### src/rtl/mc_controller_if.sv
// Control bus between the multicycle controller and the accumulator datapath/memory.
// The controller takes the master modport; the datapath side takes the slave modport.
interface mc_controller_if;
   logic [2:0] opcode;
   logic       acc_zero;
   logic       mem_ready;
   logic       mem_read;
   logic       mem_write;
   logic       iord;
   logic       ir_write;
   logic       mdr_write;
   logic       pc_write;
   logic       pc_src;
   logic       alu_src_a;
   logic [1:0] alu_src_b;
   logic [1:0] alu_func;
   logic       acc_write;
   logic       acc_src;
   logic       instr_done;
   logic       error;
   logic [2:0] state;

   modport master (
      input  opcode, acc_zero, mem_ready,
      output mem_read, mem_write, iord, ir_write, mdr_write, pc_write, pc_src,
             alu_src_a, alu_src_b, alu_func, acc_write, acc_src, instr_done,
             error, state
   );

   modport slave (
      output opcode, acc_zero, mem_ready,
      input  mem_read, mem_write, iord, ir_write, mdr_write, pc_write, pc_src,
             alu_src_a, alu_src_b, alu_func, acc_write, acc_src, instr_done,
             error, state
   );
endinterface

### src/rtl/mc_controller.sv
// Multicycle control FSM for the 8-bit accumulator datapath: fetch, decode,
// memory access and execute, with a memory-wait timeout that traps in ERROR.
module mc_controller #(
   parameter int TIMEOUT = 15,
   parameter int CNT_W   = 4
) (
   input logic              clk,
   input logic              rst,
   mc_controller_if.master  bus
);
   typedef enum logic [2:0] {
      S_FETCH  = 3'd0,
      S_DECODE = 3'd1,
      S_MEMRD  = 3'd2,
      S_EXEC   = 3'd3,
      S_LOAD   = 3'd4,
      S_MEMWR  = 3'd5,
      S_JUMP   = 3'd6,
      S_ERROR  = 3'd7
   } state_t;

   state_t           r_state;
   state_t           w_next;
   logic [CNT_W-1:0] r_cnt;
   logic             w_waiting;
   logic             w_timeout;

   logic       w_mem_read, w_mem_write, w_iord, w_ir_write, w_mdr_write;
   logic       w_pc_write, w_pc_src, w_alu_src_a, w_acc_write, w_acc_src;
   logic       w_instr_done, w_error;
   logic [1:0] w_alu_src_b, w_alu_func;

   assign w_waiting = ((r_state == S_FETCH) || (r_state == S_MEMRD) || (r_state == S_MEMWR))
                      && !bus.mem_ready;
   assign w_timeout = (r_cnt == CNT_W'(TIMEOUT));

   // State register and wait counter; the counter restarts on every state change.
   always_ff @(posedge clk or posedge rst) begin
      if (rst) begin
         r_state <= S_FETCH;
         r_cnt   <= '0;
      end else begin
         r_state <= w_next;
         if (w_next != r_state) begin
            r_cnt <= '0;
         end else if (w_waiting) begin
            r_cnt <= r_cnt + CNT_W'(1);
         end else begin
            r_cnt <= r_cnt;
         end
      end
   end

   // Next-state and control outputs; mem_ready-gated strobes are Mealy.
   always_comb begin
      w_next       = r_state;
      w_mem_read   = 1'b0;
      w_mem_write  = 1'b0;
      w_iord       = 1'b0;
      w_ir_write   = 1'b0;
      w_mdr_write  = 1'b0;
      w_pc_write   = 1'b0;
      w_pc_src     = 1'b0;
      w_alu_src_a  = 1'b0;
      w_alu_src_b  = 2'b00;
      w_alu_func   = 2'b00;
      w_acc_write  = 1'b0;
      w_acc_src    = 1'b0;
      w_instr_done = 1'b0;
      w_error      = 1'b0;
      case (r_state)
         S_FETCH: begin
            w_mem_read = 1'b1;
            if (bus.mem_ready) begin
               w_ir_write  = 1'b1;
               w_pc_write  = 1'b1;
               w_alu_src_b = 2'b01;
               w_next      = S_DECODE;
            end else if (w_timeout) begin
               w_next = S_ERROR;
            end else begin
               w_next = S_FETCH;
            end
         end
         S_DECODE: begin
            case (bus.opcode)
               3'b011:  w_next = S_EXEC;
               3'b101:  w_next = S_MEMWR;
               3'b110:  w_next = S_JUMP;
               3'b111: begin
                  if (bus.acc_zero) begin
                     w_next = S_JUMP;
                  end else begin
                     w_instr_done = 1'b1;
                     w_next       = S_FETCH;
                  end
               end
               default: w_next = S_MEMRD;
            endcase
         end
         S_MEMRD: begin
            w_mem_read = 1'b1;
            w_iord     = 1'b1;
            if (bus.mem_ready) begin
               w_mdr_write = 1'b1;
               w_next      = (bus.opcode == 3'b100) ? S_LOAD : S_EXEC;
            end else if (w_timeout) begin
               w_next = S_ERROR;
            end else begin
               w_next = S_MEMRD;
            end
         end
         S_EXEC: begin
            w_alu_src_a  = 1'b1;
            w_alu_func   = bus.opcode[1:0];
            w_acc_write  = 1'b1;
            w_instr_done = 1'b1;
            w_next       = S_FETCH;
         end
         S_LOAD: begin
            w_acc_write  = 1'b1;
            w_acc_src    = 1'b1;
            w_instr_done = 1'b1;
            w_next       = S_FETCH;
         end
         S_MEMWR: begin
            w_mem_write = 1'b1;
            w_iord      = 1'b1;
            if (bus.mem_ready) begin
               w_instr_done = 1'b1;
               w_next       = S_FETCH;
            end else if (w_timeout) begin
               w_next = S_ERROR;
            end else begin
               w_next = S_MEMWR;
            end
         end
         S_JUMP: begin
            w_pc_write   = 1'b1;
            w_pc_src     = 1'b1;
            w_instr_done = 1'b1;
            w_next       = S_FETCH;
         end
         S_ERROR: begin
            w_error = 1'b1;
            w_next  = S_ERROR;
         end
         default: w_next = S_ERROR;
      endcase
   end

   // Reset blanks every output combinationally, without waiting for a clock.
   assign bus.mem_read   = w_mem_read   & ~rst;
   assign bus.mem_write  = w_mem_write  & ~rst;
   assign bus.iord       = w_iord       & ~rst;
   assign bus.ir_write   = w_ir_write   & ~rst;
   assign bus.mdr_write  = w_mdr_write  & ~rst;
   assign bus.pc_write   = w_pc_write   & ~rst;
   assign bus.pc_src     = w_pc_src     & ~rst;
   assign bus.alu_src_a  = w_alu_src_a  & ~rst;
   assign bus.alu_src_b  = w_alu_src_b  & {2{~rst}};
   assign bus.alu_func   = w_alu_func   & {2{~rst}};
   assign bus.acc_write  = w_acc_write  & ~rst;
   assign bus.acc_src    = w_acc_src    & ~rst;
   assign bus.instr_done = w_instr_done & ~rst;
   assign bus.error      = w_error      & ~rst;
   assign bus.state      = rst ? 3'd0 : r_state;
endmodule
### src/flat_wrapper.sv
// flat-port wrapper written by rule: the top's interface ports become plain ports
module mc_controller_flat 
#(
   parameter int TIMEOUT = 15,
   parameter int CNT_W   = 4
)
  (clk, rst, bus_opcode, bus_acc_zero, bus_mem_ready, bus_mem_read, bus_mem_write, bus_iord, bus_ir_write, bus_mdr_write, bus_pc_write, bus_pc_src, bus_alu_src_a, bus_alu_src_b, bus_alu_func, bus_acc_write, bus_acc_src, bus_instr_done, bus_error, bus_state);
  mc_controller_if bus_i ();
  input logic clk;
  input logic rst;
  input wire logic [$bits(bus_i.opcode)-1:0] bus_opcode;
  input wire logic [$bits(bus_i.acc_zero)-1:0] bus_acc_zero;
  input wire logic [$bits(bus_i.mem_ready)-1:0] bus_mem_ready;
  output wire logic [$bits(bus_i.mem_read)-1:0] bus_mem_read;
  output wire logic [$bits(bus_i.mem_write)-1:0] bus_mem_write;
  output wire logic [$bits(bus_i.iord)-1:0] bus_iord;
  output wire logic [$bits(bus_i.ir_write)-1:0] bus_ir_write;
  output wire logic [$bits(bus_i.mdr_write)-1:0] bus_mdr_write;
  output wire logic [$bits(bus_i.pc_write)-1:0] bus_pc_write;
  output wire logic [$bits(bus_i.pc_src)-1:0] bus_pc_src;
  output wire logic [$bits(bus_i.alu_src_a)-1:0] bus_alu_src_a;
  output wire logic [$bits(bus_i.alu_src_b)-1:0] bus_alu_src_b;
  output wire logic [$bits(bus_i.alu_func)-1:0] bus_alu_func;
  output wire logic [$bits(bus_i.acc_write)-1:0] bus_acc_write;
  output wire logic [$bits(bus_i.acc_src)-1:0] bus_acc_src;
  output wire logic [$bits(bus_i.instr_done)-1:0] bus_instr_done;
  output wire logic [$bits(bus_i.error)-1:0] bus_error;
  output wire logic [$bits(bus_i.state)-1:0] bus_state;
  assign bus_i.opcode = bus_opcode;
  assign bus_i.acc_zero = bus_acc_zero;
  assign bus_i.mem_ready = bus_mem_ready;
  assign bus_mem_read = bus_i.mem_read;
  assign bus_mem_write = bus_i.mem_write;
  assign bus_iord = bus_i.iord;
  assign bus_ir_write = bus_i.ir_write;
  assign bus_mdr_write = bus_i.mdr_write;
  assign bus_pc_write = bus_i.pc_write;
  assign bus_pc_src = bus_i.pc_src;
  assign bus_alu_src_a = bus_i.alu_src_a;
  assign bus_alu_src_b = bus_i.alu_src_b;
  assign bus_alu_func = bus_i.alu_func;
  assign bus_acc_write = bus_i.acc_write;
  assign bus_acc_src = bus_i.acc_src;
  assign bus_instr_done = bus_i.instr_done;
  assign bus_error = bus_i.error;
  assign bus_state = bus_i.state;
  mc_controller #(.TIMEOUT(TIMEOUT), .CNT_W(CNT_W)) u_core (.clk(clk), .rst(rst), .bus(bus_i));
endmodule
### config.mk
export PLATFORM = sky130hd
export DESIGN_NAME = mc_controller_flat
export DESIGN_NICKNAME = d
export VERILOG_FILES = /design/src/rtl/mc_controller_if.sv /design/src/rtl/mc_controller.sv /design/src/flat_wrapper.sv
export SDC_FILE = /design/constraint.sdc
export NUM_CORES = 1
export LEC_CHECK = 0
export BUFFER_PORTS_ARGS = -buffer_cell sky130_fd_sc_hd__buf_2
export CAP_MARGIN = 5
export CELL_PAD_IN_SITES_DETAIL_PLACEMENT = 1
export CELL_PAD_IN_SITES_GLOBAL_PLACEMENT = 2
export CORE_MARGIN = 5
export CORE_UTILIZATION = 28
export CTS_BUF_LIST = sky130_fd_sc_hd__clkbuf_4 sky130_fd_sc_hd__clkbuf_8
export CTS_CLUSTER_SIZE = 40
export DETAILED_ROUTE_END_ITERATION = 8
export GPL_ROUTABILITY_DRIVEN = 0
export MAX_ROUTING_LAYER = met4
export PLACE_DENSITY_LB_ADDON = 0.2
export SYNTH_ARGS = -nofsm -noshare
export SYNTH_HDL_FRONTEND = slang
export SYNTH_SLANG_ARGS = --single-unit
### constraint.sdc
create_clock -name clk -period 5.8 [get_ports clk]
set_clock_uncertainty 0.2 [all_clocks]
set_input_delay 1.74 -clock clk [delete_from_list [all_inputs] [get_ports clk]]
set_output_delay 1.74 -clock clk [all_outputs]
set_load 0.02 [all_outputs]
* Word-level counts from Yosys, hierarchy flattened
Index checks and enable logic that the tools add are counted.
Word-level totals: bits in registers 7, word-level logic and storage cells 73
Operators by class: add/sub/neg operators 1, eq/ne operators 14, mux-type cells 31, bitwise gates (word level) 15, reduce and logical (&&, ||, !) cells 10
Operator list (number):
- $eq 3x3->1 const B | 8
- $mux 3 | 8
- $pmux 3 s6 | 1
- $mux 1 | 14
- $and 1x1->1 | 12
- $pmux 3 s4 | 1
- $eq 3x2->1 const B | 3
- $mux 4 | 2
- $mux 2 | 3
- $reduce_or 2->1 | 3
- $add 4x1->4 const B | 1
- $and 2x2->2 | 2
- $eq 4x4->1 const B | 1
- $eq 3x1->1 const B | 1
- $logic_not 3->1 | 1
- $ne 3x3->1 | 1
- $pmux 1 s3 | 1
- $reduce_or 3->1 | 1
- $logic_or 1x1->1 | 2
- $pmux 1 s2 | 1
- $reduce_bool 2->1 | 1
- $logic_and 1x1->1 | 1
- $logic_not 1->1 | 1
- $not 1->1 | 1

* Longest topological paths before layout
depth after elaboration 6, gate-level depth with buffers 5

* Worst setup path after synthesis
OpenSTA, ideal clock, no wires.
path kind in2out, start input rst, end output bus_acc_write, arrival time 2.994 ns, data required time 3.860 ns, path slack 0.866 ns, stages on the path 5, buffers on the path 1, cells stage by stage buf_2 inv_1 nand2_1 nor3_1 or2_2
On the way: longest elaborated chain between the ends 2
Ends and longest elaborated chain:
- start, declared | line flat_wrapper.sv:10 | input logic rst;
- $not 1->1 | line mc_controller.sv:163 | assign bus.acc_write = w_acc_write & ~rst;
- $and 1x1->1 | line mc_controller.sv:163
- end, declared | line flat_wrapper.sv:24 | output wire logic [$bits(bus_i.acc_write)-1:0] bus_acc_write;
No other way between the ends.

* Worst setup path in the final report
Ends and elaborated chain as after synthesis.

==> flow_summary.yaml <==
min_path:
  hold_path.class: "reg -> reg"
cells_and_area:
  drive_gt1_share_pct: 30.3
  syn_to_final_growth_pct: 20.0
  n_fill_cell: 300
  antenna-diode-count: 0
  nNetsFinal: 118
synth:
  ys_seq_area_share_pct: 26.2
  synth_cell_types: 34
  synthTopCellsByArea: "dfrtp_1 26%, nor2_1 9.0%, xnor2_1 5.2%"
  synth_enable_flop_cells: 0
  netlist_instances: 88
  netlist_area_um2: 669
  syn_nets: 96
  yosys_warnings: 0
  ys.flop_type: "dfrtp_1"
  synth_most_common_cell: "nor2_1"
  synth_top_area_share_pct: 26.2
  synth_area_leader_cell: "dfrtp_1"
  syn_avg_cell_area_um2: 7.61
  synth_common_cells: "16 x nor2_1, 7 x dfrtp_1, 6 x a21oi_1"
  ys_seq_elements: 7
  synthArstFlopShare_pct: 100
timing:
  period_minus_slack_ns: 4.73
  finalMaxSlewViolations: 0
  timing.fmax_ghz: 0.211
  hold_viol: 0
  rsz0062_at_grt: "false"
  finalCritPeriodShare_pct: 81.6
  hold_slack_ns: 0.381
  setup_viol: 0
  setup_tns_ns: 0
place:
  place_hpwl_mm: 1.58
  port_buffers: 24
worst_setup_path:
  worstSetupPathType: "in -> out"
  cp.required_ns: 3.86
  critPathArrivalTime_ns: 2.79
  ff2ff_setup_slack_ns: 3.92
  cp-end-kind: "output port"
  crit_fanout: 8
  start_kind: "primary input"
clock_network:
  htree_levels: 1
  clk_latency_ns: 0.26
  cts.clk_slew.worst_paths_ns: 0.06
  post_cts_resize_count: 0
  cts_setup_buffers: 0
  numCtsBuffers: 3
  cts_tree: "built"
  clk_path_buf_depth: 2
  cts.sinks: 7
  clockRootBuffer: "clkbuf_4"
  cts_hold_buffers: 0
route:
  drcViolationCount: 0
  drt_iter0_drc: 16
  num_vias: 699
  post_drt_wl_per_cell_um: 14.7
  viasPerCell: 5.10
  drt-total-wl_mm: 2.01
  first_pass_iters: 4
  antenna_left: 0
global_routing:
  grt_pass1_wl_mm: 3.32
  grt-ovfl-total: 0
  grt_pass1_vias: 647
  grt_max_degree: 15
  antenna_found_initial: 0
  gr-usage-all-layers_pct: 12.8
floorplanning:
  initial_utilization_pct: 29.7
  dieArea_mm2: 0.00347
  core_area_mm2: 0.00225
  fp.dieW_um: 58.9
  ios: 26
  die-height_um: 58.9
  num_rows: 17
power_and_ir_drop:
  peakVddDrop_mv: 0.216
  power.total_mw: 0.357
  p_per_area_mw_per_mm2: 444
  p_leak_nw: 0.421
flow_run:
  cap_viol_max_count: 0
run_status:
  outcome: "finished clean"
[final timing paths]
path	start	endpoint	cells after the start
min in group asynchronous	rst	u_core.r_cnt[2]	2
min	u_core.r_cnt[0]	u_core.r_cnt[0]	2
max in group asynchronous	rst	u_core.r_state[2]	2
min reg2reg	u_core.r_cnt[0]	u_core.r_cnt[0]	2
max reg2reg	u_core.r_state[2]	u_core.r_state[1]	4
max	rst	bus_acc_write	6
[where the power goes]
| group | internal (mW) | switching, mW | leakage, nW |
|---|---|---|---|
| logic | 0.0777 | 0.126 | 0.309 |
| clock network | 0.0310 | 0.0197 | 0.0184 |
| registers | 0.0625 | 0.0392 | 0.0934 |
[cells in the final DEF (no fill, tap or decap), drive strengths merged, types with 3 or more instances in the layout]
master,instances
buf,24
nor2,16
dfrtp,7
a21oi,6
inv,5
nand2,5
xnor2,4
nor3,4
nand3,4
clkbuf,4
nand2b,3
or2,3
[state kept, by name, summed over array words and instances, names as in the netlist]
register / flops
u_core.r_state: 3
u_core.r_cnt: 4
[cell families (layout without fill, tap and decap cells)]
group                      Yosys count  in the layout  synth area share [%]
AOI/OAI and AO/OA                   19             19                  20.6
DFF                                  7              7                  26.2
other                                1              1                 0.560
buffers and inverters               12             33                  10.5
adders and majority gates            1              1                  1.87
and+or+nand+nor                     44             44                  35.1
xor gates and xnor gates             4              4                  5.23
[critical path, stage by stage]
cell,delay (ns)
buf_2,0.14
inv_1,0.24
nand2_1,0.16
nor3_1,0.21
or2_2,0.14
buf_2,0.15
[final cells by class]
cell class	instances	area [um2]	area share [%]
clock buffer	4	30.0	3.74
inverter	5	18.8	2.34
multi-input combinational	69	424	52.8
sequential	7	175	21.8
tap	28	35.0	4.36
timing repair buffer	24	120	15.0
[stage by stage]
step / instances / area [um2] / setup slack [ns] / util [%]
3_3_place_gp: 133 / 773 / 1.06 / 34.3
3_5_place_dp: 133 / 773 / 1.04 / 34.3
6_report: 137 / 803 / 1.07 / 35.6
5_1_grt: 137 / 803 / 0.924 / 35.6
4_1_cts: 137 / 803 / 1.04 / 35.6
2_1_floorplan: 88 / 669 / 0.866 / -
[per-layer routing]
metal,GRT usage [%],up-vias,part of all wire [%]
met3,4.17,4,5.5
met4,3.88,0,0.94
met2,17.5,15,43
met5,-,-,0
met1,17.6,335,50
li1,-,345,-
Note: power is estimated with default switching activity, not from simulation.
